## src/rtl/sprite_pkg.sv

```systemverilog
// Shared definitions for the sprite motion controller: move directions,
// controller FSM states and default playfield geometry.
// Optional build macro: SPRITE_WRAP_EN (wrap moves instead of clamping).
package sprite_pkg;

  typedef enum logic [1:0] {
    ST_IDLE  = 2'd0,
    ST_APPLY = 2'd1,
    ST_CHECK = 2'd2
  } state_e;

  localparam logic [1:0] DIR_LEFT  = 2'd0;
  localparam logic [1:0] DIR_RIGHT = 2'd1;
  localparam logic [1:0] DIR_UP    = 2'd2;
  localparam logic [1:0] DIR_DOWN  = 2'd3;

  localparam int unsigned DEF_STEP     = 32;
  localparam int unsigned DEF_SPR_SIZE = 32;
  localparam int unsigned DEF_X_MAX    = 640;
  localparam int unsigned DEF_Y_MAX    = 480;
  localparam int unsigned DEF_X_ORIGIN = 32;
  localparam int unsigned DEF_Y_ORIGIN = 146;

endpackage

```

## src/rtl/sprite_axis_step.sv

```systemverilog
// Combinational single-axis step: moves a coordinate by STEP toward 0 (dec=1)
// or toward MAX (dec=0), keeping the sprite inside the playfield.
// Build macro SPRITE_WRAP_EN: wrap modulo MAX instead of clamping; clamped is then 0.
module sprite_axis_step #(
  parameter int unsigned W        = 10,
  parameter int unsigned STEP     = 32,
  parameter int unsigned MAX      = 640,
  parameter int unsigned SPR_SIZE = 32
) (
  input  logic [W-1:0] coord,
  input  logic         dec,
  output logic [W-1:0] result,
  output logic         clamped
);

  localparam logic [W:0] STEP_E = (W+1)'(STEP);
`ifdef SPRITE_WRAP_EN
  localparam logic [W:0] MAX_E  = (W+1)'(MAX);
`else
  localparam logic [W:0] LIM_E  = (W+1)'(MAX - SPR_SIZE);
`endif

  logic [W:0] ext;
  logic [W:0] sum;

  // Step arithmetic carried in one extra bit so the overflow tests are exact
  always_comb begin
    ext     = {1'b0, coord};
    sum     = ext + STEP_E;
    result  = W'(sum);
    clamped = 1'b0;
`ifdef SPRITE_WRAP_EN
    if (dec) begin
      result = (ext < STEP_E) ? W'(ext + MAX_E - STEP_E) : W'(ext - STEP_E);
    end else begin
      result = (sum >= MAX_E) ? W'(sum - MAX_E) : W'(sum);
    end
`else
    if (dec) begin
      if (ext < STEP_E) begin
        result  = '0;
        clamped = 1'b1;
      end else begin
        result = W'(ext - STEP_E);
      end
    end else if (sum > LIM_E) begin
      result  = W'(LIM_E);
      clamped = 1'b1;
    end
`endif
  end

endmodule

```

## src/rtl/sprite_motion_ctrl.sv

```systemverilog
// Multi-sprite position controller. Move commands are buffered per sprite
// (last one wins) and applied one sprite per cycle after a frame tick, then
// overlap with sprite 0 is evaluated.
// Build macro SPRITE_WRAP_EN: moves wrap around the playfield, blocked stays 0.
module sprite_motion_ctrl
  import sprite_pkg::*;
#(
  parameter int unsigned NUM_SPRITES = 4,
  parameter int unsigned X_W         = 10,
  parameter int unsigned Y_W         = 9,
  parameter int unsigned STEP        = DEF_STEP,
  parameter int unsigned SPR_SIZE    = DEF_SPR_SIZE,
  parameter int unsigned X_MAX       = DEF_X_MAX,
  parameter int unsigned Y_MAX       = DEF_Y_MAX,
  parameter int unsigned X_ORIGIN    = DEF_X_ORIGIN,
  parameter int unsigned Y_ORIGIN    = DEF_Y_ORIGIN,
  localparam int unsigned ID_W = (NUM_SPRITES > 1) ? $clog2(NUM_SPRITES) : 1
) (
  input  logic                       clk,
  input  logic                       rst,
  input  logic                       frame_tick,
  input  logic                       cmd_valid,
  output logic                       cmd_ready,
  input  logic [ID_W-1:0]            cmd_id,
  input  logic [1:0]                 cmd_dir,
  output logic [NUM_SPRITES*X_W-1:0] pos_x,
  output logic [NUM_SPRITES*Y_W-1:0] pos_y,
  output logic [NUM_SPRITES-1:0]     hit,
  output logic                       hit_pulse,
  output logic                       blocked
);

  localparam logic [ID_W-1:0] LAST_IDX = ID_W'(NUM_SPRITES - 1);
  localparam logic [X_W-1:0]  SZ_X     = X_W'(SPR_SIZE);
  localparam logic [Y_W-1:0]  SZ_Y     = Y_W'(SPR_SIZE);

  state_e                 state_q, state_d;
  logic [ID_W-1:0]        idx_q, idx_d;
  logic [NUM_SPRITES-1:0] pend_q, pend_d;
  logic [1:0]             dir_q [NUM_SPRITES];
  logic [1:0]             dir_d [NUM_SPRITES];
  logic [X_W-1:0]         px_q  [NUM_SPRITES];
  logic [X_W-1:0]         px_d  [NUM_SPRITES];
  logic [Y_W-1:0]         py_q  [NUM_SPRITES];
  logic [Y_W-1:0]         py_d  [NUM_SPRITES];
  logic [NUM_SPRITES-1:0] hit_q, hit_d;
  logic                   hit_pulse_q, hit_pulse_d;
  logic                   blocked_q, blocked_d;
  logic                   cmd_ready_q, cmd_ready_d;

  logic [1:0]             cur_dir;
  logic                   horiz;
  logic [X_W-1:0]         nxt_x;
  logic [Y_W-1:0]         nxt_y;
  logic                   x_cl, y_cl;
  logic [NUM_SPRITES-1:0] overlap;

  assign cur_dir = dir_q[idx_q];
  assign horiz   = (cur_dir == DIR_LEFT) || (cur_dir == DIR_RIGHT);

  sprite_axis_step #(.W(X_W), .STEP(STEP), .MAX(X_MAX), .SPR_SIZE(SPR_SIZE)) u_step_x (
    .coord   (px_q[idx_q]),
    .dec     (cur_dir == DIR_LEFT),
    .result  (nxt_x),
    .clamped (x_cl)
  );

  sprite_axis_step #(.W(Y_W), .STEP(STEP), .MAX(Y_MAX), .SPR_SIZE(SPR_SIZE)) u_step_y (
    .coord   (py_q[idx_q]),
    .dec     (cur_dir == DIR_UP),
    .result  (nxt_y),
    .clamped (y_cl)
  );

  // Overlap of every sprite with the player, by unsigned absolute distance
  always_comb begin
    logic [X_W-1:0] dx;
    logic [Y_W-1:0] dy;
    overlap = '0;
    dx      = '0;
    dy      = '0;
    for (int unsigned i = 1; i < NUM_SPRITES; i++) begin
      dx = (px_q[i] >= px_q[0]) ? px_q[i] - px_q[0] : px_q[0] - px_q[i];
      dy = (py_q[i] >= py_q[0]) ? py_q[i] - py_q[0] : py_q[0] - py_q[i];
      overlap[i] = (dx < SZ_X) && (dy < SZ_Y);
    end
  end

  // Controller next state: buffer commands in IDLE, walk sprites in APPLY, compare in CHECK
  always_comb begin
    state_d     = state_q;
    idx_d       = idx_q;
    pend_d      = pend_q;
    dir_d       = dir_q;
    px_d        = px_q;
    py_d        = py_q;
    hit_d       = hit_q;
    hit_pulse_d = 1'b0;
    blocked_d   = 1'b0;
    case (state_q)
      ST_IDLE: begin
        if (cmd_valid) begin
          pend_d[cmd_id] = 1'b1;
          dir_d[cmd_id]  = cmd_dir;
        end
        if (frame_tick) begin
          state_d = ST_APPLY;
          idx_d   = '0;
        end
      end
      ST_APPLY: begin
        if (pend_q[idx_q]) begin
          pend_d[idx_q] = 1'b0;
          if (horiz) begin
            px_d[idx_q] = nxt_x;
            blocked_d   = x_cl;
          end else begin
            py_d[idx_q] = nxt_y;
            blocked_d   = y_cl;
          end
        end
        if (idx_q == LAST_IDX) begin
          state_d = ST_CHECK;
        end else begin
          idx_d = idx_q + 1'b1;
        end
      end
      ST_CHECK: begin
        hit_d       = overlap;
        hit_pulse_d = |(overlap & ~hit_q);
        state_d     = ST_IDLE;
      end
      default: state_d = ST_IDLE;
    endcase
    cmd_ready_d = (state_d == ST_IDLE);
  end

  // State and output registers with synchronous reset to the start layout
  always_ff @(posedge clk) begin
    if (rst) begin
      state_q     <= ST_IDLE;
      idx_q       <= '0;
      pend_q      <= '0;
      hit_q       <= '0;
      hit_pulse_q <= 1'b0;
      blocked_q   <= 1'b0;
      cmd_ready_q <= 1'b1;
      for (int unsigned i = 0; i < NUM_SPRITES; i++) begin
        dir_q[i] <= DIR_LEFT;
        px_q[i]  <= X_W'(X_ORIGIN + 2 * SPR_SIZE * i);
        py_q[i]  <= Y_W'(Y_ORIGIN);
      end
    end else begin
      state_q     <= state_d;
      idx_q       <= idx_d;
      pend_q      <= pend_d;
      dir_q       <= dir_d;
      px_q        <= px_d;
      py_q        <= py_d;
      hit_q       <= hit_d;
      hit_pulse_q <= hit_pulse_d;
      blocked_q   <= blocked_d;
      cmd_ready_q <= cmd_ready_d;
    end
  end

  // Pack per-sprite registers onto the flat output buses
  always_comb begin
    pos_x = '0;
    pos_y = '0;
    for (int unsigned i = 0; i < NUM_SPRITES; i++) begin
      pos_x[i*X_W +: X_W] = px_q[i];
      pos_y[i*Y_W +: Y_W] = py_q[i];
    end
  end

  assign cmd_ready = cmd_ready_q;
  assign hit       = hit_q;
  assign hit_pulse = hit_pulse_q;
  assign blocked   = blocked_q;

endmodule

```

## config.mk

```make
export PLATFORM = sky130hd
export DESIGN_NAME = sprite_motion_ctrl
export DESIGN_NICKNAME = d
export VERILOG_FILES = /design/src/rtl/sprite_pkg.sv /design/src/rtl/sprite_axis_step.sv /design/src/rtl/sprite_motion_ctrl.sv
export SDC_FILE = /design/constraint.sdc
export NUM_CORES = 1
export LEC_CHECK = 0
export ABC_CLOCK_PERIOD_IN_PS = 6050
export BUFFER_PORTS_ARGS = -buffer_cell sky130_fd_sc_hd__buf_2
export CAP_MARGIN = 20
export CORE_ASPECT_RATIO = 1.25
export CORE_MARGIN = 1.5
export CORE_UTILIZATION = 25
export CTS_CLUSTER_SIZE = 40
export DETAILED_ROUTE_END_ITERATION = 12
export GPL_TIMING_DRIVEN = 0
export SLEW_MARGIN = 20
export SYNTH_ARGS = -nofsm -noshare
export SYNTH_HDL_FRONTEND = slang
export SYNTH_SLANG_ARGS = --single-unit
```

## constraint.sdc

```tcl
create_clock -name clk -period 6.05 [get_ports clk]
set_input_delay 0.9075 -clock clk [delete_from_list [all_inputs] [get_ports clk]]
set_output_delay 0.9075 -clock clk [all_outputs]
set_load 0.005 [all_outputs]
```

**Yosys cells after proc, flatten, opt, wreduce, memory -nomap -nowiden**

Cells that the tools add are included.

- Reductions and logical operators: 20
- Magnitude comparators: 24
- Eq/ne operators: 9
- $add $sub $neg: 17
- Bitwise logic cells: 11
- Mux-type cells: 52

Operators with widths:

| operator | count |
|---|---|
| $mux 10 | 9 |
| $mux 9 | 9 |
| $sub 10x10->10 | 6 |
| $sub 9x9->9 | 6 |
| $bwmux 40 | 1 |
| $lt 10x6->1 const B | 4 |
| $bwmux 36 | 1 |
| $lt 9x6->1 const B | 4 |
| $ge 10x10->1 | 3 |
| $ge 9x9->1 | 3 |
| $bmux 10 s2 | 1 |
| $demux 10 s2 | 1 |
| $bmux 9 s2 | 1 |
| $demux 9 s2 | 1 |
| $mux 2 | 7 |
| $reduce_and 3->1 | 4 |
| $add 10x6->11 const B | 1 |
| $gt 11x10->1 const B | 1 |
| $add 9x6->10 const B | 1 |
| $gt 10x9->1 const B | 1 |
| $mux 1 | 10 |
| $sub 10x6->10 const B | 1 |
| $sub 9x6->9 const B | 1 |
| $and 4x4->4 | 2 |
| other kinds (28) | 54 |

- Word-level logic and storage cells: 152
- Output and inout port bits: 83
- Bits in registers: 98

**Depth between registers and ports, before layout**

Gate-level depths: netlist of run 1.

- Depth in word-level cells: 9
- Gate-level depth with buffers: 13

**By module**

From an unflattened synthesis of run 1, not the netlist that was laid out.

- Cells, all modules: 1,020
- Area total of the unflattened synthesis: 8,583.2 um^2

Modules (own cells, without submodules):

| module | area an instance (um^2) | cells each | instances |
|---|---|---|---|
| sprite_motion_ctrl | 7,842.5 | 904 | 1 |
| sprite_axis_step at u_step_x | 462.9 | 71 | 1 |
| sprite_axis_step at u_step_y | 277.8 | 45 | 1 |

**Worst setup path before layout of run 1**

Ideal clock, no wire load.

- Path type: register to register
- Start point: register px_q, in the netlist pos_x[5]
- End point: register hit_pulse_q (netlist: hit_pulse)
- Path buffers: 1
- Arrival: 2,899 ps
- Stages on the path, launching flop included: 13
- Required time: 5,971 ps
- Period minus slack after synthesis: 2,978 ps
- Path slack: 3,072 ps
- Path through: dfxtp_1 inv_1 ha_1 buf_4 nand4_1 or3_1 a31oi_2 or2_2 mux2_2 nor3_1 o2111ai_1 or3_1 o221ai_2

- Word-level cells in the longest chain between the ends: 6

RTL lines:

| item | line | text |
|---|---|---|
| start: declaration | sprite_motion_ctrl.sv:42 | `logic [X_W-1:0] px_q [NUM_SPRITES];` |
| start signal: indexed assignment | sprite_motion_ctrl.sv:150 | `px_q[i] <= X_W'(X_ORIGIN + 2 * SPR_SIZE * i);` |
| start signal: assignment | sprite_motion_ctrl.sv:158 | `px_q <= px_d;` |
| $sub 10x10->10 / $ge 10x10->1 (equally long branches) | sprite_motion_ctrl.sv:83 | `dx = (px_q[i] >= px_q[0]) ? px_q[i] - px_q[0] : px_q[0] - px_q[i];` |
| $mux 10 | sprite_motion_ctrl.sv:83 |  |
| $lt 10x6->1 | sprite_motion_ctrl.sv:85 | `overlap[i] = (dx < SZ_X) && (dy < SZ_Y);` |
| $logic_and 1x1->1 | sprite_motion_ctrl.sv:85 |  |
| $and 4x4->4 (*) | sprite_motion_ctrl.sv:130 | `hit_pulse_d = \|(overlap & ~hit_q);` |
| $reduce_or 4->1 (*) | sprite_motion_ctrl.sv:130 |  |
| end signal: assignment | sprite_motion_ctrl.sv:161 | `hit_pulse_q <= hit_pulse_d;` |
| end: declaration | sprite_motion_ctrl.sv:47 | `logic hit_pulse_q, hit_pulse_d;` |

Mark *: on every way between the ends. The rest lies on a longest branch, timed or not.
A chain may end at the register's enable or synchronous reset.

**Final worst setup path of run 1**

- Start point: register px_q, in the netlist pos_x[4]
- End point: register hit_pulse_q (netlist: hit_pulse)

The elaborated chain is that of the path after synthesis.

==> impl_results.md, run 1 <==
* Total power draw at 1.344 mW
* Syn_nets at about 1200
* Drc violations at 8
* Initial Util at 0.2552
* Post-Syn Instances at 1029
* Synth top area cells: dfxtp_1 23%, ha_1 17%, nand2_1 6.4%
* Number of enable flip-flop cells after synthesis at 0
* Status: finished with violations
* Buffers on Ports at a little under 90
* Post-synthesis compound-gate area fraction at 0.2124
* Area share of the largest cell type after synthesis at 0.2339
* Reg2Reg Depth at 11
* Netlist cell types at 85
* Post-synth top cells: 144 x nand2_1, 117 x ha_1, 98 x dfxtp_1, 91 x inv_1, 88 x a21oi_1
* Number of global-route vias before repair at 7431
* FFs w/ async S/R, synth at 0
* RSZ-0062 raised after global routing: false
* Mux contribution to synthesized area at 0.1065
* Critical Path Max Stage Delay at around 0.75 ns
* Total number of vias at between 7000 and 8000
* DRT antenna net count at 0
* Crit-path max FO at 6
* Count leader, synth: nand2_1
* Core ar. at around 0.033 sq mm
* DP HPWL at approximately 22000 microns
* ANT cells at 0
* Setup TNS at 0 ns
* Final nets at between 1000 and 1500
* Slew margin rel. at 0.4259
* Startpoint types: register
* Die height at between 200 and 250 microns
* Root Driver: clkbuf_16
* Worst R2R Setup Slack at between 1.5 and 2 ns
* Synth warn at 0
* Final cycle utilization of the critical path at 0.6732
* Critical path class: reg2reg
* Global-route wire length before repair at 42150 microns
* Number of antenna violations at the first check in global routing at 0
* Synth-to-Final Area Change at 15.21%
* Pwr Density at approximately 140 mW/mm^2
* Failing checks: design-rule violations
* Final hold violations at 0
* Die width at roughly 170 microns
* Die area at 0.03467 sq mm
* Overall routing resource usage at 0.1553
* Setup violators final at 0
* Min-delay worst type: reg2reg
* Mapped Area at approximately 0.0084 sq mm
* Row count at 74
* Reg2reg end: hit_pulse
* Final Util at 0.2941
* GP Congestion at 0.9178
* Synth Area in Adders at 0.1745
* Leak Pwr at 4.119 nW
* CTS sink cnt at 98
* CTS Buf Count at 9
* Post-CTS Setup Bufs at 0
* Crit-path cells: inv_1, ha_1, nand4_1, o21bai_1, a311oi_1, nor2_1, a2111oi_0, and4b_1, o2111ai_1, or3_1, o221ai_2
* Io pins at just over 90
* Area leader, netlist: dfxtp_1
* Critical-path top delay cell: a2111oi_0
* Simple-gate share of the synthesized area at 0.2000
* Hold Worst Slack at ~0.46 ns
* Gr ovfl total at 0
* Fmax at roughly 250 MHz
* Cell count of the worst hold path at 2
* Final wirelength at 27320 microns
* CP endpoint kind: register
* Setup Skew at 0.01103 ns
* Max-slew violations at 0
* Main combinational cell family by area after synthesis: compound AO/OA/AOI/OAI gates
* H-Tree Depth at 3
* HP Start: dir_q[3]
* WHS Endpoint: dir_q[3]
* # resized after CTS at 0
* Worst EP arrival at around 4.4 ns
* Max cap viols at 0
* WL/cell at 17.60 microns
* #FFs+latches synth at 98
* Worst slew pin tran at around 0.84 ns
* Maximum resistive drop on vdd at 138.4 uV
* Clock Path Buffers at 2
* Reg2reg start: pos_x[4]
* CTS clk-pin slew, worst paths at approximately 0.07 ns
* Largest net degree at the start of global routing at 17
* Share of cells above drive strength 1 at 0.1658
* Pre-antenna DRT Iters at 11
* Tmin final at a little over 4 ns
* Critical Path RT at ~6.3 ns
* Via/cell ratio at 5.110
* Synth Area in XOR/XNOR at 0.01357
* Clk_lat worst skew at around 0.36 ns
* Starting DRT DRC Count at 670
* Syn_area_per_cell at approximately 8.2 sq um
* Leading register cell type out of synthesis: dfxtp_1
* CTS tree: yes
* Sequential-to-total area share from yosys stat at 0.2339
* Hold Buf Count CTS at 0
-- where the power goes --
part	internal [mW]	switching (mW)	total (mW)	leakage, nW
clock network	0.334	0.266	0.600	0.147
registers	0.649	0.00367	0.653	0.791
logic	0.0320	0.0590	0.0910	3.18
total	1.02	0.329	1.34	4.12
-- final cells by class --
| cell class | count | area, sq um |
|---|---|---|
| clock buffer | 11 | 242.7 |
| multi-input combinational | 808 | 5939 |
| clock inverter | 5 | 60.06 |
| buffer | 32 | 151.4 |
| inverter | 91 | 341.6 |
| timing repair buffer | 89 | 445.4 |
| sequential | 98 | 1962 |
| fill | 3507 | 23200 |
| tap | 418 | 523.0 |
-- metal layers --
metal	track usage	up-vias	wire [microns]
li1	-	3860	-
met1	0.2002	3794	12150
met2	0.2737	240	13310
met3	0.02154	37	1405
met4	0.03260	0	453
met5	0	-	0
-- cells by family after synthesis --
logic type               Yosys count
flip-flops                        98
AO/OA/AOI/OAI                    269
AND/OR/NAND/NOR                  350
multiplexers                      58
XOR/XNOR                          13
adder cells (fa/ha/maj)          117
other                              1
buffers and inverters            123
-- metrics by stage --
step           area [sq um]  instances  setup WS, ns
6_report               9666       1552         1.977
2_1_floorplan          8389       1029         3.072
3_3_place_gp           9358       1536         1.964
4_1_cts                9666       1552         1.917
5_1_grt                9666       1552         1.680
3_5_place_dp           9363       1536         1.934
-- registers in the layout, indices dropped and copies added, names as in the netlist --
signal	flops
pend_q	4
pos_y	36
blocked	1
pos_x	40
state_q	2
hit_pulse	1
hit	3
idx_q	2
cmd_ready	1
dir_q	8
-- worst max-delay path, delay by kind of cell, from the launching register on --
kind | cells | cell delay, ns
buf+inv | 1 | 0.17
fa+ha+maj | 1 | 0.42
simple gates | 4 | 0.98
compound gates | 5 | 1.94
flops | 1 | 0.48
-- cell usage in the layout, fill, tap and decap left out, drive strengths merged, types with 6 or more instances in the layout --
master / netlist / final
nand2: 145 / 145
ha: 117 / 117
buf: 11 / 100
dfxtp: 98 / 98
inv: 91 / 93
a21oi: 89 / 89
nor2: 69 / 69
o21ai: 54 / 54
clkbuf: 21 / 32
o211ai: 27 / 27
nand3: 25 / 25
and2: 24 / 24
mux4: 22 / 22
mux2i: 19 / 19
mux2: 17 / 17
nor3: 17 / 17
nand2b: 14 / 14
o21a: 13 / 13
nor2b: 12 / 12
a211oi: 10 / 10
a21o: 10 / 10
and3: 9 / 9
xor2: 7 / 7
a31oi: 7 / 7
o31ai: 7 / 7
xnor2: 6 / 6
-- worst max-delay path by stage --
stage / from / end / depth (start not counted)
3_5_place_dp: pos_x[8] / hit_pulse / 11
4_1_cts: pos_x[8] / hit_pulse / 11
6_report: pos_x[4] / hit_pulse / 11
3_3_place_gp: pos_x[4] / hit_pulse / 11
5_1_grt: pos_x[8] / hit_pulse / 11
2_1_floorplan: pos_x[5] / hit_pulse / 12
Power figures use the tool's default switching activity.
==> run 2, diff against run 1 <==
--- a/config.mk
+++ b/config.mk
@@ -5,7 +5,7 @@
 export SDC_FILE = /design/constraint.sdc
 export NUM_CORES = 1
 export LEC_CHECK = 0
-export ABC_CLOCK_PERIOD_IN_PS = 6050
+export ABC_CLOCK_PERIOD_IN_PS = 3450
 export BUFFER_PORTS_ARGS = -buffer_cell sky130_fd_sc_hd__buf_2
 export CAP_MARGIN = 20
 export CORE_ASPECT_RATIO = 1.25
==> constraint.sdc (replaced) <==
create_clock -name clk -period 3.45 [get_ports clk]
set_input_delay 0.5175 -clock clk [delete_from_list [all_inputs] [get_ports clk]]
set_output_delay 0.5175 -clock clk [all_outputs]
set_load 0.005 [all_outputs]
==> run 2 against run 1 <==
Worst setup slack got worse by 1.9 ns. Clock skew grew 0.0015 ns. Clock power increased by 75%. Largest cell class unchanged. Final cell count is 0.19% higher. Non-clock buffer count rose by 3. The flow still finishes with violations (design-rule violations).
==> impl_results.md, run 2 (synthesized netlist as in run 1, its figures left out) <==
* Buffers on Ports at 89 (unchanged)
* Clk_lat worst skew at 0.36 ns (about the same)
* Final cycle utilization of the critical path at 0.9725 (+0.2994)
* Critical path class: reg2reg
* Final nets at 1257 (+0.24%)
* Met1 Use GR at 0.2005 (+0.0002576)
* Multi-input gate area at 0.006045 sq mm (+1.8%)
* Global routing's busiest layer: met2
* Core ar. at 0.03287 sq mm (unchanged)
* # fillers at 3486 (-0.60%)
* Clock share of power at 0.447 (about the same)
* Via/cell ratio at 5.128 (+0.35%)
* Total number of vias at 7974 (+0.54%)
* Die height at 207.8 microns (unchanged)
* Number of global-route vias before repair at 7413 (-0.24%)
* H-Tree Depth at 3 (unchanged)
* Crit-path cells: inv_1, ha_1, buf_4, nand4_1, or3_4, a31oi_4, buf_4, or2_2, mux2_2, nor3_1, o2111ai_1, or3_4, o221ai_2
* Tmin final at 3.355 ns (-0.7175 ns)
* Share of cells above drive strength 1 at 0.1917 (+0.02595)
* Crit-path max FO at 8 (+2)
* CTS tree: yes
* Internal power at 1.779 mW (+75%)
* Critical Path Max Stage Delay at 0.44 ns (-0.31 ns)
* Failing checks: design-rule violations
* Clock Path Buffers at 2 (unchanged)
* CTS sink cnt at 98 (unchanged)
* Global-route wire length before repair at 42120 microns (about the same)
* Status: finished with violations
* Synth-to-Final Area Change at 17.17%
* Max reg flops at 40 (unchanged)
* Pre-antenna DRT Iters at 11 (unchanged)
* DRT antenna net count at 0 (unchanged)
* Max cap viols at 0 (unchanged)
* Worst EP arrival at 3.64 ns (-0.72 ns)
* WL/cell at 17.61 microns (about the same)
* Fmax at 298.0 MHz (+21%)
* Io pins at 91 (unchanged)
* Number of antenna violations at the first check in global routing at 0 (unchanged)
* Pwr Density at 239.5 mW/mm^2 (+72%)
* Final wirelength at 27390 microns (+0.25%)
* Hold Buf Count CTS at 0 (unchanged)
* Maximum resistive drop on vdd at 239.8 uV (+73%)
* Die area at 0.03467 sq mm (unchanged)
* Reg power frac at 0.485 (about the same)
* CTS clk-pin slew, worst paths at 0.07 ns (about the same)
* Sw power at 0.5751 mW (+75%)
* Place WS at -0.6665 ns (-2.600 ns)
* Drc violations at 8 (unchanged)
* Met2 Usage GRT at 0.2733 (-0.0004328)
* Min-delay worst type: in2reg
* Commonest non-fill, non-tap cells in the layout: 144 x nand2_1, 116 x ha_1, 95 x buf_2
* GP Congestion at 0.9178 (unchanged)
* Critical-path top delay cell: or3_4
* Commonest non-fill, non-tap cell in the layout: nand2_1
* PnR worst setup slack at 0.09471 ns (-1.882 ns)
* Leak Pwr at 4.176 nW (+1.4%)
* Starting DRT DRC Count at 685 (+2.2%)
* Row count at 74 (unchanged)
* Die width at 166.8 microns (unchanged)
* Design Area, Final at 0.009829 sq mm (+1.7%)
* Gr ovfl total at 0 (unchanged)
* Setup Skew at 0.01256 ns (+0.001532 ns)
* Largest net degree at the start of global routing at 17 (unchanged)
* Root Driver: clkbuf_16
* Sw frac at 0.2443 (about the same)
* CP endpoint kind: register
* Startpoint types: register
* Initial Util at 0.2552 (unchanged)
* Critical Path RT at 3.74 ns (-2.60 ns)
* Slew margin rel. at 0.4353 (+0.009354)
* CTS Buf Count at 9 (unchanged)
* Comb pwr share at 0.069 (about the same)
* Global routing usage on met3 at 0.02154 (unchanged)
* Max-slew violations at 0 (unchanged)
* Worst slew pin tran at 0.8257 ns (-0.01368 ns)
* Setup violators final at 0 (unchanged)
* ANT cells at 0 (unchanged)
* Final hold violations at 0 (unchanged)
* Overall routing resource usage at 0.1553 (about the same)
* Placed instance area at 0.009363 sq mm (unchanged)
* DP HPWL at 21850 microns (unchanged)
* Storage element area at 0.001988 sq mm (+1.3%)
-- run 2: through the flow --
stage / total power, mW / instances / hold slack [ns] / setup TNS, ns / utilization
final: 2.354 / 1555 / 0.4498 / 0 / 0.2990
after global routing: 2.428 / 1555 / 0.4523 / -0.01760 / 0.2990
after CTS: 2.376 / 1552 / 0.4383 / 0 / 0.2961
after detailed placement: 1.330 / 1536 / 0.4501 / -1.653 / 0.2849
after global placement: 1.328 / 1536 / 0.4429 / -1.570 / 0.2847
after floorplan: 1.281 / 1029 / 0.4331 / 0 / -
-- run 2: path summary, 6_finish.rpt --
| path | cells after the start | endpoint | slack, ns | start |
|---|---|---|---|---|
| setup / recovery | 13 | hit_pulse | 0.09 | pos_x[5] |
| hold / removal | 3 | dir_q[5] | 0.45 | cmd_dir[1] |
| setup reg to reg | 13 | hit_pulse | 0.09 | pos_x[5] |
| hold reg to reg | 2 | dir_q[3] | 0.45 | dir_q[3] |
-- run 2: layer usage --
metal	vias to the layer above	wire [microns]	part of all wire
li1	3872	-	-
met1	3812	12130	0.44
met2	256	13330	0.49
met3	34	1497	0.055
met4	0	427	0.016
met5	-	0	0
-- run 2: power by group through the flow --
stage | Combinational (mW) | Clock, mW | Sequential [mW]
2_1_floorplan | 0.112 | 0 | 1.17
3_5_place_dp | 0.159 | 0 | 1.17
3_3_place_gp | 0.158 | 0 | 1.17
5_1_grt | 0.177 | 1.11 | 1.14
4_1_cts | 0.161 | 1.07 | 1.14
6_report | 0.161 | 1.05 | 1.14
-- run 2: what timing repair did --
item                                    in CTS  in global routing
endpoints found under the setup margin       4                 20
pin swaps                                    1                  8
resized for setup                           20                 19
setup buffers                                0                  4
-- run 2: layout make-up --
| cell class | count | area share |
|---|---|---|
| clock buffers | 11 | 0.02469 |
| repair buffers | 93 | 0.04837 |
| flip-flops and latches | 98 | 0.2023 |
| multi-input cells | 808 | 0.6149 |
| clock inverters | 5 | 0.006110 |
| plain buffers | 31 | 0.01566 |
| well taps | 418 | 0.05321 |
| inverters | 91 | 0.03475 |
-- run 2: critical path, delay by kind of cell, from the launching register on --
kind	cells	cell delay [ns]
compound gates	3	0.54
fa+ha+maj	1	0.29
buf+inv	3	0.39
flops	1	0.39
mux	1	0.35
simple gates	5	1.31
